$ cat src/rtl/match_event_counter_pkg.sv
// Shared types and defaults for the match-event counter family.
// The optional MATCH_EDGE_ONLY_EN build switch is consumed by the top module.
package match_event_counter_pkg;

  localparam int COMPARE_W = 128;

  localparam logic [COMPARE_W-1:0] DEFAULT_MATCH_PATTERN = 128'h0000_0000_0000_0000_0000_0000_0000_00A5;
  localparam logic [COMPARE_W-1:0] DEFAULT_MATCH_MASK    = {COMPARE_W{1'b1}};

  typedef enum logic [1:0] {
    IDLE  = 2'd0,
    ARMED = 2'd1,
    COUNT = 2'd2,
    SAT   = 2'd3
  } state_t;

  // Bits with mask=0 are don't-care.
  function automatic logic masked_equal(input logic [COMPARE_W-1:0] data,
                                        input logic [COMPARE_W-1:0] pattern,
                                        input logic [COMPARE_W-1:0] mask);
    return ((data ^ pattern) & mask) == '0;
  endfunction

endpackage

$ cat src/rtl/match_event_pattern_match.sv
// Combinational masked pattern compare: in_data -> hit.
// Kept separate so other monitor variants can reuse it.
module match_event_pattern_match
  import match_event_counter_pkg::*;
#(
  parameter logic [COMPARE_W-1:0] PATTERN = DEFAULT_MATCH_PATTERN,
  parameter logic [COMPARE_W-1:0] MASK    = DEFAULT_MATCH_MASK
) (
  input  logic [COMPARE_W-1:0] data_i,
  output logic                 hit_o
);

  assign hit_o = masked_equal(data_i, PATTERN, MASK);

endmodule

$ cat src/rtl/match_event_counter.sv
// Counts accepted stream beats matching a masked pattern; saturating counter with IDLE/ARMED/COUNT/SAT FSM.
// Build option: define MATCH_EDGE_ONLY_EN to count only the first beat of each run of matching beats.
module match_event_counter
  import match_event_counter_pkg::*;
#(
  parameter logic [COMPARE_W-1:0] MATCH_PATTERN = DEFAULT_MATCH_PATTERN,
  parameter logic [COMPARE_W-1:0] MATCH_MASK    = DEFAULT_MATCH_MASK,
  parameter int                   CNT_W         = 128
) (
  input  logic                 clk,
  input  logic                 rst,
  input  logic                 arm_i,
  input  logic                 clear_i,
  input  logic                 in_valid_i,
  input  logic [COMPARE_W-1:0] in_data_i,
  output logic                 in_ready_o,
  output logic [COMPARE_W-1:0] count_o,
  output logic                 active_o,
  output logic                 sat_o
);

  localparam logic [CNT_W-1:0] CNT_MAX = '1;

  state_t           state_q, state_d;
  logic             hit_q, hit_d;
  logic [CNT_W-1:0] cnt_q, cnt_d;
  logic             active_q, active_d;
  logic             sat_q, sat_d;
  logic             beat_match;
  logic             accept;
`ifdef MATCH_EDGE_ONLY_EN
  logic             prev_q, prev_d;
`endif

  match_event_pattern_match #(
    .PATTERN (MATCH_PATTERN),
    .MASK    (MATCH_MASK)
  ) u_match (
    .data_i (in_data_i),
    .hit_o  (beat_match)
  );

  // Ready is withheld during reset so upstream never loses a beat to it.
  assign in_ready_o = ((state_q == ARMED) || (state_q == COUNT)) && !rst;
  assign accept     = in_valid_i && in_ready_o;

  always_comb begin
    state_d = state_q;
    hit_d   = 1'b0;
    cnt_d   = cnt_q;
`ifdef MATCH_EDGE_ONLY_EN
    prev_d  = prev_q;
`endif
    if (clear_i) begin
      cnt_d   = '0;
      state_d = arm_i ? ARMED : IDLE;
`ifdef MATCH_EDGE_ONLY_EN
      prev_d  = 1'b0;
`endif
    end else if (!arm_i) begin
      state_d = IDLE;
`ifdef MATCH_EDGE_ONLY_EN
      prev_d  = 1'b0;
`endif
    end else begin
      if (accept) begin
`ifdef MATCH_EDGE_ONLY_EN
        hit_d  = beat_match && !prev_q;
        prev_d = beat_match;
`else
        hit_d  = beat_match;
`endif
      end
      if (state_q == IDLE) begin
        state_d = ARMED;
      end else if (hit_q) begin
        // A beat accepted alongside the saturating increment still lands here; hold.
        if (cnt_q == CNT_MAX) begin
          state_d = SAT;
        end else begin
          cnt_d   = cnt_q + 1'b1;
          state_d = (cnt_d == CNT_MAX) ? SAT : COUNT;
        end
      end
    end
    active_d = (state_d == COUNT);
    sat_d    = (state_d == SAT);
  end

  always_ff @(posedge clk) begin
    if (rst) begin
      state_q  <= IDLE;
      hit_q    <= 1'b0;
      cnt_q    <= '0;
      active_q <= 1'b0;
      sat_q    <= 1'b0;
`ifdef MATCH_EDGE_ONLY_EN
      prev_q   <= 1'b0;
`endif
    end else begin
      state_q  <= state_d;
      hit_q    <= hit_d;
      cnt_q    <= cnt_d;
      active_q <= active_d;
      sat_q    <= sat_d;
`ifdef MATCH_EDGE_ONLY_EN
      prev_q   <= prev_d;
`endif
    end
  end

  always_comb begin
    count_o            = '0;
    count_o[CNT_W-1:0] = cnt_q;
  end

  assign active_o = active_q;
  assign sat_o    = sat_q;

endmodule

$ cat config.mk
export PLATFORM = sky130hd
export DESIGN_NAME = match_event_counter
export DESIGN_NICKNAME = d
export VERILOG_FILES = /design/src/rtl/match_event_counter_pkg.sv /design/src/rtl/match_event_pattern_match.sv /design/src/rtl/match_event_counter.sv
export SDC_FILE = /design/constraint.sdc
export NUM_CORES = 1
export LEC_CHECK = 0
export CORE_UTILIZATION = 25
export DETAILED_ROUTE_END_ITERATION = 7
export GPL_TIMING_DRIVEN = 0
export PLACE_DENSITY = 0.53
export SLEW_MARGIN = 20
export SYNTH_ARGS = -nofsm -noshare
export SYNTH_HDL_FRONTEND = slang
export SYNTH_SLANG_ARGS = --single-unit
$ cat constraint.sdc
create_clock -name clk -period 8 [get_ports clk]
set_input_delay 1.2 -clock clk [delete_from_list [all_inputs] [get_ports clk]]
set_output_delay 1.2 -clock clk [all_outputs]
set_load 0.03 [all_outputs]
==> results of run 1 <==
-- final timing paths --
check | start | end | slack [ns]
max | count_o[63] | count_o[48] | 2.04
min | count_o[15] | count_o[15] | 0.57
max reg2reg | count_o[63] | count_o[48] | 2.04
min reg2reg | count_o[15] | count_o[15] | 0.57
-- critical path, delay by kind of cell (launching register included) --
kind | cells | cell delay [ns]
buf+inv | 2 | 1.64
flops | 1 | 0.53
simple gates | 8 | 3.49
xor+xnor | 1 | 0.15
-- metrics by stage --
step	worst slack, ns	hold slack, ns	util [%]
final	2.042	0.5705	35.55
after floorplan	4.235	0.5457	-
after detailed placement	2.179	0.5618	33.88
after global routing	1.904	0.6000	35.55
after global placement	1.625	0.5351	33.71
after CTS	2.167	0.5739	35.55
-- placed cells by master, fill, tap and decap left out, drive strengths merged, types with 6 or more instances in the layout --
| cell type | instances |
|---|---|
| nor3 | 79 |
| clkbuf | 81 |
| and4 | 18 |
| clkdlybuf4s50 | 263 |
| xor2 | 79 |
| nand4 | 123 |
| or3 | 34 |
| a21oi | 30 |
| a31oi | 6 |
| o21ai | 30 |
| nand2 | 125 |
| dfxtp | 133 |
| nand3 | 104 |
| nor4b | 6 |
| and3 | 27 |
| inv | 24 |
| xnor2 | 90 |
| buf | 33 |
| o31ai | 6 |
| nor2 | 174 |
| or4 | 27 |
| and2 | 18 |
| nor4 | 126 |
-- metal layers --
layer  up-vias  part of all wire, %  GRT usage (%)
met5         -                    0              0
met4         0                  4.3          13.14
met3       136                  8.1          6.075
met2       687                   44          46.50
met1      6271                   44          40.10
li1       5768                    -              -
-- Yosys cell counts, types with 4 or more instances --
library cell               instances  share of area (%)
sky130_fd_sc_hd__nor2_1          174                6.4
sky130_fd_sc_hd__nand3_1          98                4.8
sky130_fd_sc_hd__nand4_2           4               0.49
sky130_fd_sc_hd__nand2_1         124                4.6
sky130_fd_sc_hd__nand4_1         119                7.3
sky130_fd_sc_hd__or3_1            32                2.0
sky130_fd_sc_hd__xnor2_1          90                7.7
sky130_fd_sc_hd__and4_1           17                1.5
sky130_fd_sc_hd__buf_2            29                1.4
sky130_fd_sc_hd__and3_1           27                1.7
sky130_fd_sc_hd__a31o_2            4               0.34
sky130_fd_sc_hd__inv_1            24               0.88
sky130_fd_sc_hd__and2_1           17                1.0
sky130_fd_sc_hd__nand3_2           4               0.39
sky130_fd_sc_hd__o21ai_0          28                1.4
sky130_fd_sc_hd__nor4_2            4               0.49
sky130_fd_sc_hd__a31oi_1           6               0.37
sky130_fd_sc_hd__nor4_1          120                7.4
sky130_fd_sc_hd__a21oi_1          30                1.5
sky130_fd_sc_hd__a211oi_1          4               0.29
sky130_fd_sc_hd__or2_2             4               0.25
sky130_fd_sc_hd__or4_1            24                1.8
sky130_fd_sc_hd__clkbuf_1         59                2.2
sky130_fd_sc_hd__nor3_1           74                3.6
sky130_fd_sc_hd__o31ai_1           6               0.44
sky130_fd_sc_hd__o22ai_1           5               0.31
sky130_fd_sc_hd__xor2_1           79                6.8
sky130_fd_sc_hd__dfxtp_1         133                 26
-- layout make-up --
class	count	area, um2	share of cell area, %
Clock inverter	12	200.2	1.408
Sequential cell	133	2663	18.72
Clock buffer	20	466.7	3.282
Tap cell	525	656.9	4.619
Multi-Input combinational cell	1161	7106	49.96
Inverter	24	90.09	0.6335
Timing Repair Buffer	266	2655	18.67
Buffer	91	384.1	2.701
-- cell families after synthesis --
group	count (synthesis)	synth area share, %
buffers and inverters	115	4.651
AND/OR/NAND/NOR	880	47.56
XOR/XNOR	169	14.52
flip-flops	133	26.11
adder cells (fa/ha/maj)	3	0.3682
multiplexers	3	0.2945
AO/OA/AOI/OAI	106	6.492
-- power by group through the flow --
stage / registers [mW] / clock network [mW] / logic, mW
after detailed placement: 0.677 / 0 / 0.0904
after CTS: 0.662 / 0.932 / 0.0909
final: 0.662 / 0.921 / 0.0902
after global routing: 0.662 / 0.958 / 0.0966
after floorplan: 0.677 / 0 / 0.0145
after global placement: 0.677 / 0 / 0.0898
-- flip-flops by register name, indices dropped and copies added (netlist names) --
name and count:
count_o 128, hit_q 1, sat_o 1, state_q 2
active_o 1
==> impl_results.md, run 1 <==
* Synth unique cells at between 60 and 70
* Synthesis-to-finish area growth at 39.48%
* Fraction of power consumed by the clock network at 55.0%
* Final Critical Period at slightly below 6 ns
* Class of the most critical hold timing path: flop to flop
* Later-pin clock latency in the skew report at 0.47 ns
* Fin Clk Skew at around 0.019 ns
* Largest vdd supply drop at between 0.1 and 0.15 mV
* Run status: complete, no violations
* Number of instances in the synthesized netlist at between 1000 and 1500
* CP endpoint kind: flop
* Power Internal at 1.301 mW
* Post-synth EDFFs at 0
* Portion of the post-synthesis area used by sequential elements at between 20% and 30%
* GRT Overall Usage at 30.02%
* Post-detailed-placement half-perimeter wirelength at 50460 um
* Ports at 264
* Net load switching power at 372.8 uW
* Fraction of registers with async set/reset at 0%
* Power density relative to cell area at roughly 120 mW/mm2
* Routed wire length per instance at roughly 28 um
* CTS tree: done
* Logic pwr share at 5.4%
* P_leak at 3.825 nW
* Number of gates given a new drive strength after cts at 0
* Placed insts at 2200
* Total of flip-flops plus latches after synthesis at around 130
* Detail-routed via count per cell at 5.763
* Core Region at approximately 0.04 mm2
* Cell depth of the worst hold path at 2
* Maximum fanout encountered on the critical timing path at 10
* Pin slew with the least headroom to its limit at 1.239 ns
* Die Y-Extent at just over 200 um
* Area post-placement at 0.01355 mm2
* RSZ-0062 raised after global routing: false
* Final total power at 1.674 mW
* Sw Ratio at between 20% and 30%
* Vias in the first global route at ~12000
* Total wire length after detailed routing at 62770 um
* Length of the first detailed-routing pass in iterations at 5
* CTS Hold Buffers Added at 0
* Level count of the clock H-tree at 4
* Reg clk slew, reported paths at 0.06 ns
* Starting density of the core at 25.49%
* Residual DRC count at 0
* FP Rows at 73
* Hold violation count in the final report at 0
* Cell at the root of the clock tree: sky130_fd_sc_hd__clkbuf_16
* Number of max-slew violations in the final report at 0
* Residual overflow from global routing at 0
* Largest net degree at the start of global routing at 17
* Post-synth top flop: sky130_fd_sc_hd__dfxtp_1
* Total Negative Setup Slacks at 0 ns
* Depth of the worst register-to-register path at 11
* Number of nets in the layout at around 1800
* Critical path data required time at 8.33 ns
* Finish-stage setup viols at 0
* Layout cell share with drive strength beyond 1 at 6.854%
* Worst relative slew slack at 16.75%
* Final non-filler cell area at around 0.014 mm2
* Max Fclk at 167.8 MHz
* Synth Area per Inst at just over 7 um2
* Number of setup buffers added after CTS at 0
* Netlist area before placement at 0.01020 mm2
* Post-Synthesis Net Count at 1545
* Final std cells w/o fill at 2232
* Cells along the critical path: nand4_1 -> nor4_1 -> nand4_1 -> or4_1 -> nand3_1 -> clkbuf_1 -> clkbuf_1 -> nor2_1 -> nand2_1 -> xor2_1 -> nor2_1
* Horiz. Die Dim at between 200 and 250 um
* 1st-iter DRT viols at roughly 1300
* Full die area at 0.04160 mm2
* Routability cong. at 0.9712
* Total of buffers placed on input and output ports at 263
* Critical Path Start Type: flop
* Ys Warns at 0
* Crit Path Category: flop to flop
* Clock buffer depth at 2
* Antenna violations before repair at 2
* Filler cell count at 4354
* Antenna cell count at 0
* Via count of the routed design at 12860
* Wire length of the first global-routing pass at 89230 um
* # Max-Cap Violations at 0
* TritonCTS Sinks at 133
* Number of buffers added by the clock tree synthesis step at 17
* Share of total power in sequential cells at 39.6%
* DRT antenna net count at 0
* Worst-path cell with the longest stage delay: sky130_fd_sc_hd__nor4_1
* Part of the cycle the worst path needs at around three quarters
* WP data arrival at 6.29 ns
* Longest individual stage delay on the worst path at 1.00 ns
Note: power is estimated with default switching activity, not from simulation.
==> run 2, diff against run 1 <==
==> constraint.sdc (replaced) <==
create_clock -name clk -period 5.81 [get_ports clk]
set_input_delay 0.8715 -clock clk [delete_from_list [all_inputs] [get_ports clk]]
set_output_delay 0.8715 -clock clk [all_outputs]
set_load 0.03 [all_outputs]
==> impl_results.md, run 2 (same netlist as run 1, synthesis figures left out) <==
* Later-pin clock latency in the skew report at 0.47 ns (about the same)
* Final Critical Period at 5.581 ns (-0.3771 ns)
* Min Hold Slack at 0.5718 ns (+0.001252 ns)
* Total wire length after detailed routing at 62770 um (unchanged)
* Power density relative to cell area at 161.9 mW/mm2 (+38%)
* Hold violation count in the final report at 0 (unchanged)
* Longest individual stage delay on the worst path at 0.82 ns (-0.18 ns)
* Core Region at 0.04001 mm2 (unchanged)
* Routability cong. at 0.9712 (unchanged)
* Total Negative Setup Slacks at 0 ns (unchanged)
* Maximum fanout encountered on the critical timing path at 10 (unchanged)
* Antenna violations before repair at 2 (unchanged)
* Reg clk slew, reported paths at 0.06 ns (about the same)
* Pin slew with the least headroom to its limit at 1.212 ns (-0.02692 ns)
* Cell at the root of the clock tree: sky130_fd_sc_hd__clkbuf_16
* P_leak at 3.827 nW (about the same)
* Footprint of the multi-input gates at 0.007117 mm2 (+0.16%)
* Depth of the worst register-to-register path at 10 (-1)
* RSZ-0062 raised after global routing: false
* Global-route track usage on met1 at 40.10% (unchanged)
* Antenna cell count at 0 (unchanged)
* Startpoint of the lowest-slack hold path: count_o[15]
* Detail-routed via count per cell at 5.778 (+0.26%)
* CP startpoint: count_o[51]
* CP endpoint kind: flop
* Endpoint of the worst register-to-register path: count_o[53]
* Finish-stage setup viols at 0 (unchanged)
* GRT Overall Usage at 30.02% (unchanged)
* Wire length of the first global-routing pass at 89230 um (unchanged)
* Number of buffers added by the clock tree synthesis step at 17 (unchanged)
* Flop-to-flop setup slack at 0.23 ns (-1.81 ns)
* Critical Path Start Type: flop
* Largest vdd supply drop at 0.1636 mV (+39%)
* Filler cell count at 4354 (unchanged)
* Most used cells in the layout excluding fill and tap cells: sky130_fd_sc_hd__clkdlybuf4s50_1, sky130_fd_sc_hd__nor2_1, sky130_fd_sc_hd__dfxtp_1
* Capture endpoint of the worst hold path: count_o[15]
* Critical path data required time at 6.14 ns (-2.19 ns)
* Sequential cell area at 0.002663 mm2 (unchanged)
* Cell depth of the worst hold path at 2 (unchanged)
* Horiz. Die Dim at 204.0 um (unchanged)
* Reg2Reg Launch Point: count_o[51]
* FP Rows at 73 (unchanged)
* Run status: complete, no violations
* Class of the most critical hold timing path: flop to flop
* # Max-Cap Violations at 0 (unchanged)
* Cells along the critical path: nand3_1 -> nor4_1 -> nand4_1 -> or4_1 -> nand3_1 -> clkbuf_1 -> clkbuf_1 -> nor3_1 -> xnor2_1 -> nor2_1
* Clock buffer depth at 2 (unchanged)
* Number of setup buffers added after CTS at 0 (unchanged)
* Worst-path cell with the longest stage delay: sky130_fd_sc_hd__nor4_1
* Residual DRC count at 0 (unchanged)
* Crit Path Category: flop to flop
* Starting density of the core at 25.49% (unchanged)
* Most Crowded Layer GR: met2
* Layout cell share with drive strength beyond 1 at 7.030% (+0.18 points)
* Level count of the clock H-tree at 4 (unchanged)
* CTS tree: done
* Total of buffers placed on input and output ports at 263 (unchanged)
* Met3 global-route usage at 6.075% (unchanged)
* Die Y-Extent at 204.0 um (unchanged)
* 1st-iter DRT viols at 1322 (-0.45%)
* Routed wire length per instance at 28.12 um (unchanged)
* DRT antenna net count at 0 (unchanged)
* Full die area at 0.04160 mm2 (unchanged)
* Post-detailed-placement half-perimeter wirelength at 50460 um (unchanged)
* Length of the first detailed-routing pass in iterations at 6 (+1)
* Largest net degree at the start of global routing at 17 (unchanged)
* Number of max-slew violations in the final report at 0 (unchanged)
* Met2 Track Usage GR at 46.50% (unchanged)
* Most common cell after layout, fill and taps aside: sky130_fd_sc_hd__clkdlybuf4s50_1
* Via count of the routed design at 12900 (+0.26%)
* TritonCTS Sinks at 133 (unchanged)
* WP data arrival at 5.91 ns (-0.38 ns)
* Ports at 264 (unchanged)
* Number of nets in the layout at 1830 (unchanged)
* Part of the cycle the worst path needs at 96.06% (+22 points)
* Residual overflow from global routing at 0 (unchanged)
* CTS Hold Buffers Added at 0 (unchanged)
* Fin Clk Skew at 0.02046 ns (+0.001043 ns)
* Final total power at 2.305 mW (+38%)
* Number of gates given a new drive strength after cts at 1 (+1)
* Worst relative slew slack at 18.55% (+1.8 points)
* Vias in the first global route at 12470 (unchanged)
* Max Fclk at 179.2 MHz (+6.8%)
* Synthesis-to-finish area growth at 39.60% (about the same)
* Flip-flop count of the largest register after layout at 128 (unchanged)
==> run 2: cell counts in the layout (fill, tap and decap cells not counted) <==
No cell type changed its count.
==> run 2: where the power goes <==
part | switching [mW] | total [mW] | internal (mW) | leakage [nW]
Clock | 0.473 | 1.27 | 0.795 | 0.318
Combinational | 0.0400 | 0.124 | 0.0842 | 2.44
Sequential | 0.000188 | 0.912 | 0.912 | 1.07
==> run 2: worst max-delay path by stage <==
stage / endpoint / slack (ns) / cells past startpoint
CTS: count_o[53] / 0.11 / 11
finish: count_o[53] / 0.23 / 10
global placement: active_o / -0.57 / 11
global route: count_o[53] / 0.14 / 10
detailed placement: count_o[48] / -0.01 / 12
floorplan: active_o / 2.04 / 10
==> run 2: layer usage <==
layer	wire length [um]	share of wire (%)	up-vias
met3	5039	8.0	135
met4	2703	4.3	0
met1	27520	44	6319
met2	27510	44	674
li1	-	-	5768
met5	0	0	-
==> run 2: worst max-delay path: cells and delay by family, from the launching register on <==
kind          cells  cell delay, ns
flops             1            0.57
xor+xnor          1            0.22
simple gates      7            3.12
buf+inv           2            1.52
==> run 2: area by class of cell <==
| class | count | share of cell area, % |
|---|---|---|
| multi-input cells | 1161 | 50.00 |
| flip-flops and latches | 133 | 18.71 |
| repair buffers | 266 | 18.65 |
| well taps | 525 | 4.615 |
| clock buffers | 20 | 3.279 |
| plain buffers | 91 | 2.707 |
| clock inverters | 12 | 1.406 |
| inverters | 24 | 0.6329 |
==> run 2: stage by stage <==
stage | cells | setup slack [ns] | area, um2 | util, %
final | 2232 | 0.2288 | 14230 | 35.58
after global routing | 2232 | 0.1450 | 14230 | 35.58
after CTS | 2232 | 0.1132 | 14220 | 35.55
after detailed placement | 2200 | -0.01053 | 13550 | 33.88
after global placement | 2197 | -0.5654 | 13490 | 33.71
after floorplan | 1409 | 2.045 | 10200 | -
